### config.mk
export PLATFORM = sky130hd
export DESIGN_NAME = bitmap_bram_writer
export DESIGN_NICKNAME = d
export VERILOG_FILES = /design/src/rtl/bitmap_bram_writer_pkg.sv /design/src/rtl/bitmap_bram_writer.sv
export SDC_FILE = /design/constraint.sdc
export NUM_CORES = 1
export LEC_CHECK = 0
export ABC_AREA = 1
export CORE_ASPECT_RATIO = 0.6
export CORE_MARGIN = 2
export CORE_UTILIZATION = 50
export DETAILED_ROUTE_END_ITERATION = 8
export PLACE_DENSITY = 0.83
export SLEW_MARGIN = 20
export SYNTH_ARGS = -nofsm -noshare
export SYNTH_HDL_FRONTEND = slang
export SYNTH_SLANG_ARGS = --single-unit
### constraint.sdc
create_clock -name clk -period 5.6 [get_ports clk]
set_clock_uncertainty 0.05 [all_clocks]
set_input_delay 1.12 -clock clk [delete_from_list [all_inputs] [get_ports clk]]
set_output_delay 1.12 -clock clk [all_outputs]
set_load 0.02 [all_outputs]
### src/rtl/bitmap_bram_writer_pkg.sv
// Shared definitions for the bitmap BRAM writer and the bitmap reader.
package bitmap_bram_writer_pkg;

  // Writer FSM states.
  typedef enum logic [1:0] {
    ST_IDLE  = 2'd0,
    ST_WAIT  = 2'd1,
    ST_SHIFT = 2'd2,
    ST_DONE  = 2'd3
  } state_e;

  // Default frame geometry, shared with the readout side.
  localparam int unsigned FRAME_BITS_DEFAULT = 616;
  localparam int unsigned ADDR_W_DEFAULT     = 10;

  // Bit of the shift register that goes out next.
  function automatic logic first_bit(input logic [7:0] b, input logic lsb_first);
    return lsb_first ? b[0] : b[7];
  endfunction

  // Shift register contents once the next bit has gone out.
  function automatic logic [7:0] advance(input logic [7:0] b, input logic lsb_first);
    return lsb_first ? {1'b0, b[7:1]} : {b[6:0], 1'b0};
  endfunction

endpackage

### src/rtl/bitmap_bram_writer.sv
// Unpacks a byte stream into single-bit BRAM writes at ascending addresses,
// filling one FRAME_BITS-bit frame per start command. All outputs registered.
module bitmap_bram_writer
  import bitmap_bram_writer_pkg::*;
#(
  parameter int unsigned ADDR_W     = ADDR_W_DEFAULT,
  parameter int unsigned FRAME_BITS = FRAME_BITS_DEFAULT,
  parameter int unsigned LSB_FIRST  = 1
) (
  input  logic              clk,
  input  logic              rst_n,
  input  logic              start,
  input  logic [7:0]        in_data,
  input  logic              in_valid,
  output logic              in_ready,
  output logic [ADDR_W-1:0] mem_addr,
  output logic              mem_din,
  output logic              mem_we,
  output logic              busy,
  output logic              frame_done
);

  localparam logic [ADDR_W-1:0] LAST_ADDR = ADDR_W'(FRAME_BITS - 1);
  localparam logic              LSB       = (LSB_FIRST != 0);

  state_e            state_q, state_d;
  logic [ADDR_W-1:0] wr_ptr_q, wr_ptr_d;
  logic [2:0]        bit_cnt_q, bit_cnt_d;
  logic [7:0]        shift_q, shift_d;
  logic              in_ready_q, in_ready_d;
  logic [ADDR_W-1:0] addr_q, addr_d;
  logic              din_q, din_d;
  logic              we_q, we_d;
  logic              busy_q, busy_d;
  logic              done_q, done_d;

  logic              transfer;
  logic [ADDR_W-1:0] wr_ptr_inc;

  assign transfer   = in_valid & in_ready_q;
  // The pointer saturates on the last frame address instead of wrapping.
  assign wr_ptr_inc = (wr_ptr_q == LAST_ADDR) ? wr_ptr_q : wr_ptr_q + ADDR_W'(1);

  // State register and all registered outputs.
  always_ff @(posedge clk or negedge rst_n) begin
    if (!rst_n) begin
      state_q    <= ST_IDLE;
      wr_ptr_q   <= '0;
      bit_cnt_q  <= '0;
      shift_q    <= '0;
      in_ready_q <= 1'b0;
      addr_q     <= '0;
      din_q      <= 1'b0;
      we_q       <= 1'b0;
      busy_q     <= 1'b0;
      done_q     <= 1'b0;
    end else begin
      state_q    <= state_d;
      wr_ptr_q   <= wr_ptr_d;
      bit_cnt_q  <= bit_cnt_d;
      shift_q    <= shift_d;
      in_ready_q <= in_ready_d;
      addr_q     <= addr_d;
      din_q      <= din_d;
      we_q       <= we_d;
      busy_q     <= busy_d;
      done_q     <= done_d;
    end
  end

  // Next-state and next-output logic. The output registers describe the cycle
  // after the decision, so the first bit of a byte is issued at the accepting
  // edge and in_ready is raised one bit early to land on the byte's last bit.
  always_comb begin
    state_d    = state_q;
    wr_ptr_d   = wr_ptr_q;
    bit_cnt_d  = bit_cnt_q;
    shift_d    = shift_q;
    in_ready_d = 1'b0;
    addr_d     = addr_q;
    din_d      = din_q;
    we_d       = 1'b0;
    busy_d     = busy_q;
    done_d     = 1'b0;

    if (start) begin
      state_d    = ST_WAIT;
      wr_ptr_d   = '0;
      bit_cnt_d  = '0;
      shift_d    = '0;
      in_ready_d = 1'b1;
      busy_d     = 1'b1;
    end else begin
      unique case (state_q)
        ST_IDLE, ST_DONE: begin
          busy_d = 1'b0;
        end
        ST_WAIT: begin
          if (transfer) begin
            state_d   = ST_SHIFT;
            bit_cnt_d = '0;
            we_d      = 1'b1;
            addr_d    = wr_ptr_q;
            din_d     = first_bit(in_data, LSB);
            shift_d   = advance(in_data, LSB);
            wr_ptr_d  = wr_ptr_inc;
          end else begin
            in_ready_d = 1'b1;
          end
        end
        ST_SHIFT: begin
          if (addr_q == LAST_ADDR) begin
            state_d = ST_DONE;
            busy_d  = 1'b0;
            done_d  = 1'b1;
          end else if (bit_cnt_q == 3'd7) begin
            if (transfer) begin
              bit_cnt_d = '0;
              we_d      = 1'b1;
              addr_d    = wr_ptr_q;
              din_d     = first_bit(in_data, LSB);
              shift_d   = advance(in_data, LSB);
              wr_ptr_d  = wr_ptr_inc;
            end else begin
              state_d    = ST_WAIT;
              in_ready_d = 1'b1;
            end
          end else begin
            bit_cnt_d  = bit_cnt_q + 3'd1;
            we_d       = 1'b1;
            addr_d     = wr_ptr_q;
            din_d      = first_bit(shift_q, LSB);
            shift_d    = advance(shift_q, LSB);
            wr_ptr_d   = wr_ptr_inc;
            in_ready_d = (bit_cnt_q == 3'd6) && (wr_ptr_q != LAST_ADDR);
          end
        end
        default: begin
          state_d = ST_IDLE;
          busy_d  = 1'b0;
        end
      endcase
    end
  end

  assign in_ready   = in_ready_q;
  assign mem_addr   = addr_q;
  assign mem_din    = din_q;
  assign mem_we     = we_q;
  assign busy       = busy_q;
  assign frame_done = done_q;

endmodule
==> results.json <==
{
  "outcome": "finished, final reports clean",
  "io_buffers": 26,
  "path_class": "input pin to flop",
  "cp-end-kind": "flop",
  "antenna_found_initial": 0,
  "die_area_um2": 4930,
  "min_period_ns": 2.91,
  "synth_ff_type": "dfrtp_1",
  "cts_hold_buf": 0,
  "fin_ws_ns": 2.69,
  "fill_cells": 393,
  "clkTransAtPathRegs_ns": 0.07,
  "cts_repair_resize_count": 0,
  "cp.arrival_ns": 3.10,
  "timing.rr.start": "bit_cnt_q[0]$_DFFE_PN0P_",
  "path_delay_family": "buffers and inverters",
  "fp.coreArea_um2": 4140,
  "synth_area_leaders": "dfrtp_1, nand2_1, o21ai_0",
  "drc": 0,
  "ios": 27,
  "ys_types": 29,
  "synth-edff-count": 0,
  "grt_pass1_vias": 1752,
  "cts_buffer_depth": 2,
  "crit_chain": "clkdlybuf4s50_1 > nor2_1 > inv_1 > or2_1 > nand3_1 > inv_1 > nand3b_1 > nand2_1",
  "cap_violations": 0,
  "rows": 18,
  "wire_per_inst_um": 13.1,
  "first_pass_iters": 4,
  "hold_viol": 0,
  "worstPathMaxFanout": 11,
  "cpMostUsedCell": "inv_1",
  "cts.sinks": 38,
  "postCtsSetupRepairBufs": 0,
  "r2r-end": "wr_ptr_q[6]$_DFFE_PN0P_",
  "p_per_area_nw_per_um2": 423,
  "slowest_delay_ns": 0.68,
  "htree_levels": 2,
  "hold_end": "shift_q[7]$_DFFE_PN0P_",
  "clk_latency_ns": 0.30,
  "crit_buf_inv": 3,
  "relSlewSlack_pct": 44.6,
  "maxSlewViolCount": 0,
  "reg2regPathDepth": 10,
  "ys_seq_area_share_pct": 43.6,
  "hp-start": "shift_q[7]$_DFFE_PN0P_",
  "yosys_warnings": 0,
  "cts_tree": "done",
  "die_h_um": 55.2,
  "yosysTopAreaCellShare_pct": 43.6,
  "via_per_inst": 5.14,
  "setup_violations": 0,
  "root_buffer": "clkbuf_8",
  "grt_max_degree": 39,
  "dieWidth_um": 89.3,
  "rsz0062_at_grt": "no",
  "track_usage_pct": 23.8,
  "hold_path.class": "flop to flop",
  "start_kind": "input pin",
  "crit_required_ns": 5.79,
  "timing.reg2reg.setup_slack_ns": 3.20,
  "drtIter0Drc": 216,
  "final_common_cell": "nand2_1",
  "place_area_um2": 2430,
  "syn_area_um2": 2180,
  "drive_gt1_share_pct": 7.01,
  "nNetsFinal": 331,
  "synth_seq_cells": 38,
  "worst_pin_slew_ns": 0.830,
  "areaGrowthSynthToFinish_pct": 15.7,
  "start_util_pct": 52.7,
  "p_leak_uw": 0.00123,
  "dp_hpwl_um": 3700,
  "grt_pass1_wl_um": 8480,
  "ir_drop_uv": 207,
  "synthCells": 288,
  "wirelength_um": 4920,
  "critPathSlowestCell": "clkdlybuf4s50_1",
  "period_share_pct": 52.0,
  "cts_buffers": 5,
  "via_count": 1924,
  "postSynthAreaPerCell_um2": 7.58,
  "clock.fmax_mhz": 343,
  "synth_top_area_cell": "dfrtp_1",
  "antenna_left": 0,
  "globalplace.congestion": 0.887,
  "tns_ns": 0,
  "antenna_cells": 0,
  "min_path_cells": 2,
  "finish.instance_area_um2": 2520,
  "async_reset_ff_share_pct": 100,
  "grt-ovfl-total": 0,
  "dpl_worst_slack_ns": 2.41,
  "final_cell_mix": "nand2_1, dfrtp_1, inv_1, nor2_1, o21ai_0",
  "synth_nets": 306
}
[per-layer routing]
| metal | up-vias | routed length (µm) | part of all wire [%] | track usage [%] |
|---|---|---|---|---|
| met5 | - | 0 | 0 | 0 |
| met4 | 0 | 57 | 1.2 | 6.97 |
| met3 | 10 | 403 | 8.2 | 7.86 |
| met2 | 59 | 1840 | 37 | 30.0 |
| met1 | 892 | 2620 | 53 | 37.3 |
| li1 | 963 | - | - | - |
[logic make-up (layout without fill, tap and decap cells)]
logic type                 count (synthesis)  in the layout  synth area share, %
and+or+nand+nor                          159            159                 31.5
AOI/OAI and AO/OA                         42             42                 11.0
buffers and inverters                     39             65                 8.94
DFF                                       38             38                 43.6
adders and majority gates                  6              6                 3.44
xor gates and xnor gates                   4              4                 1.61
[worst max path at each step]
stage                     start  slack (ns)  cells past startpoint                      end
final                     start        2.69                      8  wr_ptr_q[6]$_DFFE_PN0P_
after CTS                 start        2.72                      8  wr_ptr_q[9]$_DFFE_PN0P_
after global placement    start        2.49                      8  wr_ptr_q[6]$_DFFE_PN0P_
after floorplan           start        3.33                      9  mem_addr[8]$_DFFE_PN0P_
after detailed placement  start        2.41                      8  wr_ptr_q[6]$_DFFE_PN0P_
after global routing      start        2.49                      8  wr_ptr_q[6]$_DFFE_PN0P_
[worst register-to-register path, delay by kind of cell (launching register included)]
family,cells,cell delay (ns)
compound gates,1,0.20
buf+inv,2,0.26
fa+ha+maj,2,0.42
simple gates,5,0.92
flops,1,0.42
[metrics by stage]
stage          power (µW)  util, %  hold slack [ns]  std cells
2_1_floorplan         745        -            0.416        288
3_3_place_gp          856     58.7            0.429        366
3_5_place_dp          868     58.7            0.440        366
4_1_cts              1070     60.9            0.457        374
5_1_grt              1160     60.9            0.483        374
6_report             1070     60.9            0.453        374
[state kept, by name, summed over array words and instances (netlist names)]
name / count
bit_cnt_q: 3
busy: 1
frame_done: 1
in_ready: 1
mem_addr: 10
mem_din: 1
mem_we: 1
shift_q: 8
state_q: 2
wr_ptr_q: 10
[area by class of cell]
cell class	instances	area, µm²	area share, %
tap	60	75.1	2.97
inverter	31	116	4.61
clock buffer	7	86.3	3.42
sequential	38	951	37.7
timing repair buffer	26	255	10.1
multi-input combinational	211	1040	41.0
clock inverter	1	5.00	0.198
[Yosys cell counts, types with 3 or more instances]
master,instances
a21oi_1,7
buf_6,3
dfrtp_1,38
ha_1,6
inv_1,28
nand2_1,99
nand3_1,19
nand4_1,3
nor2_1,28
o21ai_0,26
o21ai_2,6
xor2_1,4
[power breakdown]
group	internal, µW	total, µW	switching, µW
Clock	99.3	198	99.1
Combinational	166	459	293
Sequential	348	411	63.1
Total	613	1070	455
Note: power is estimated with default switching activity, not from simulation.
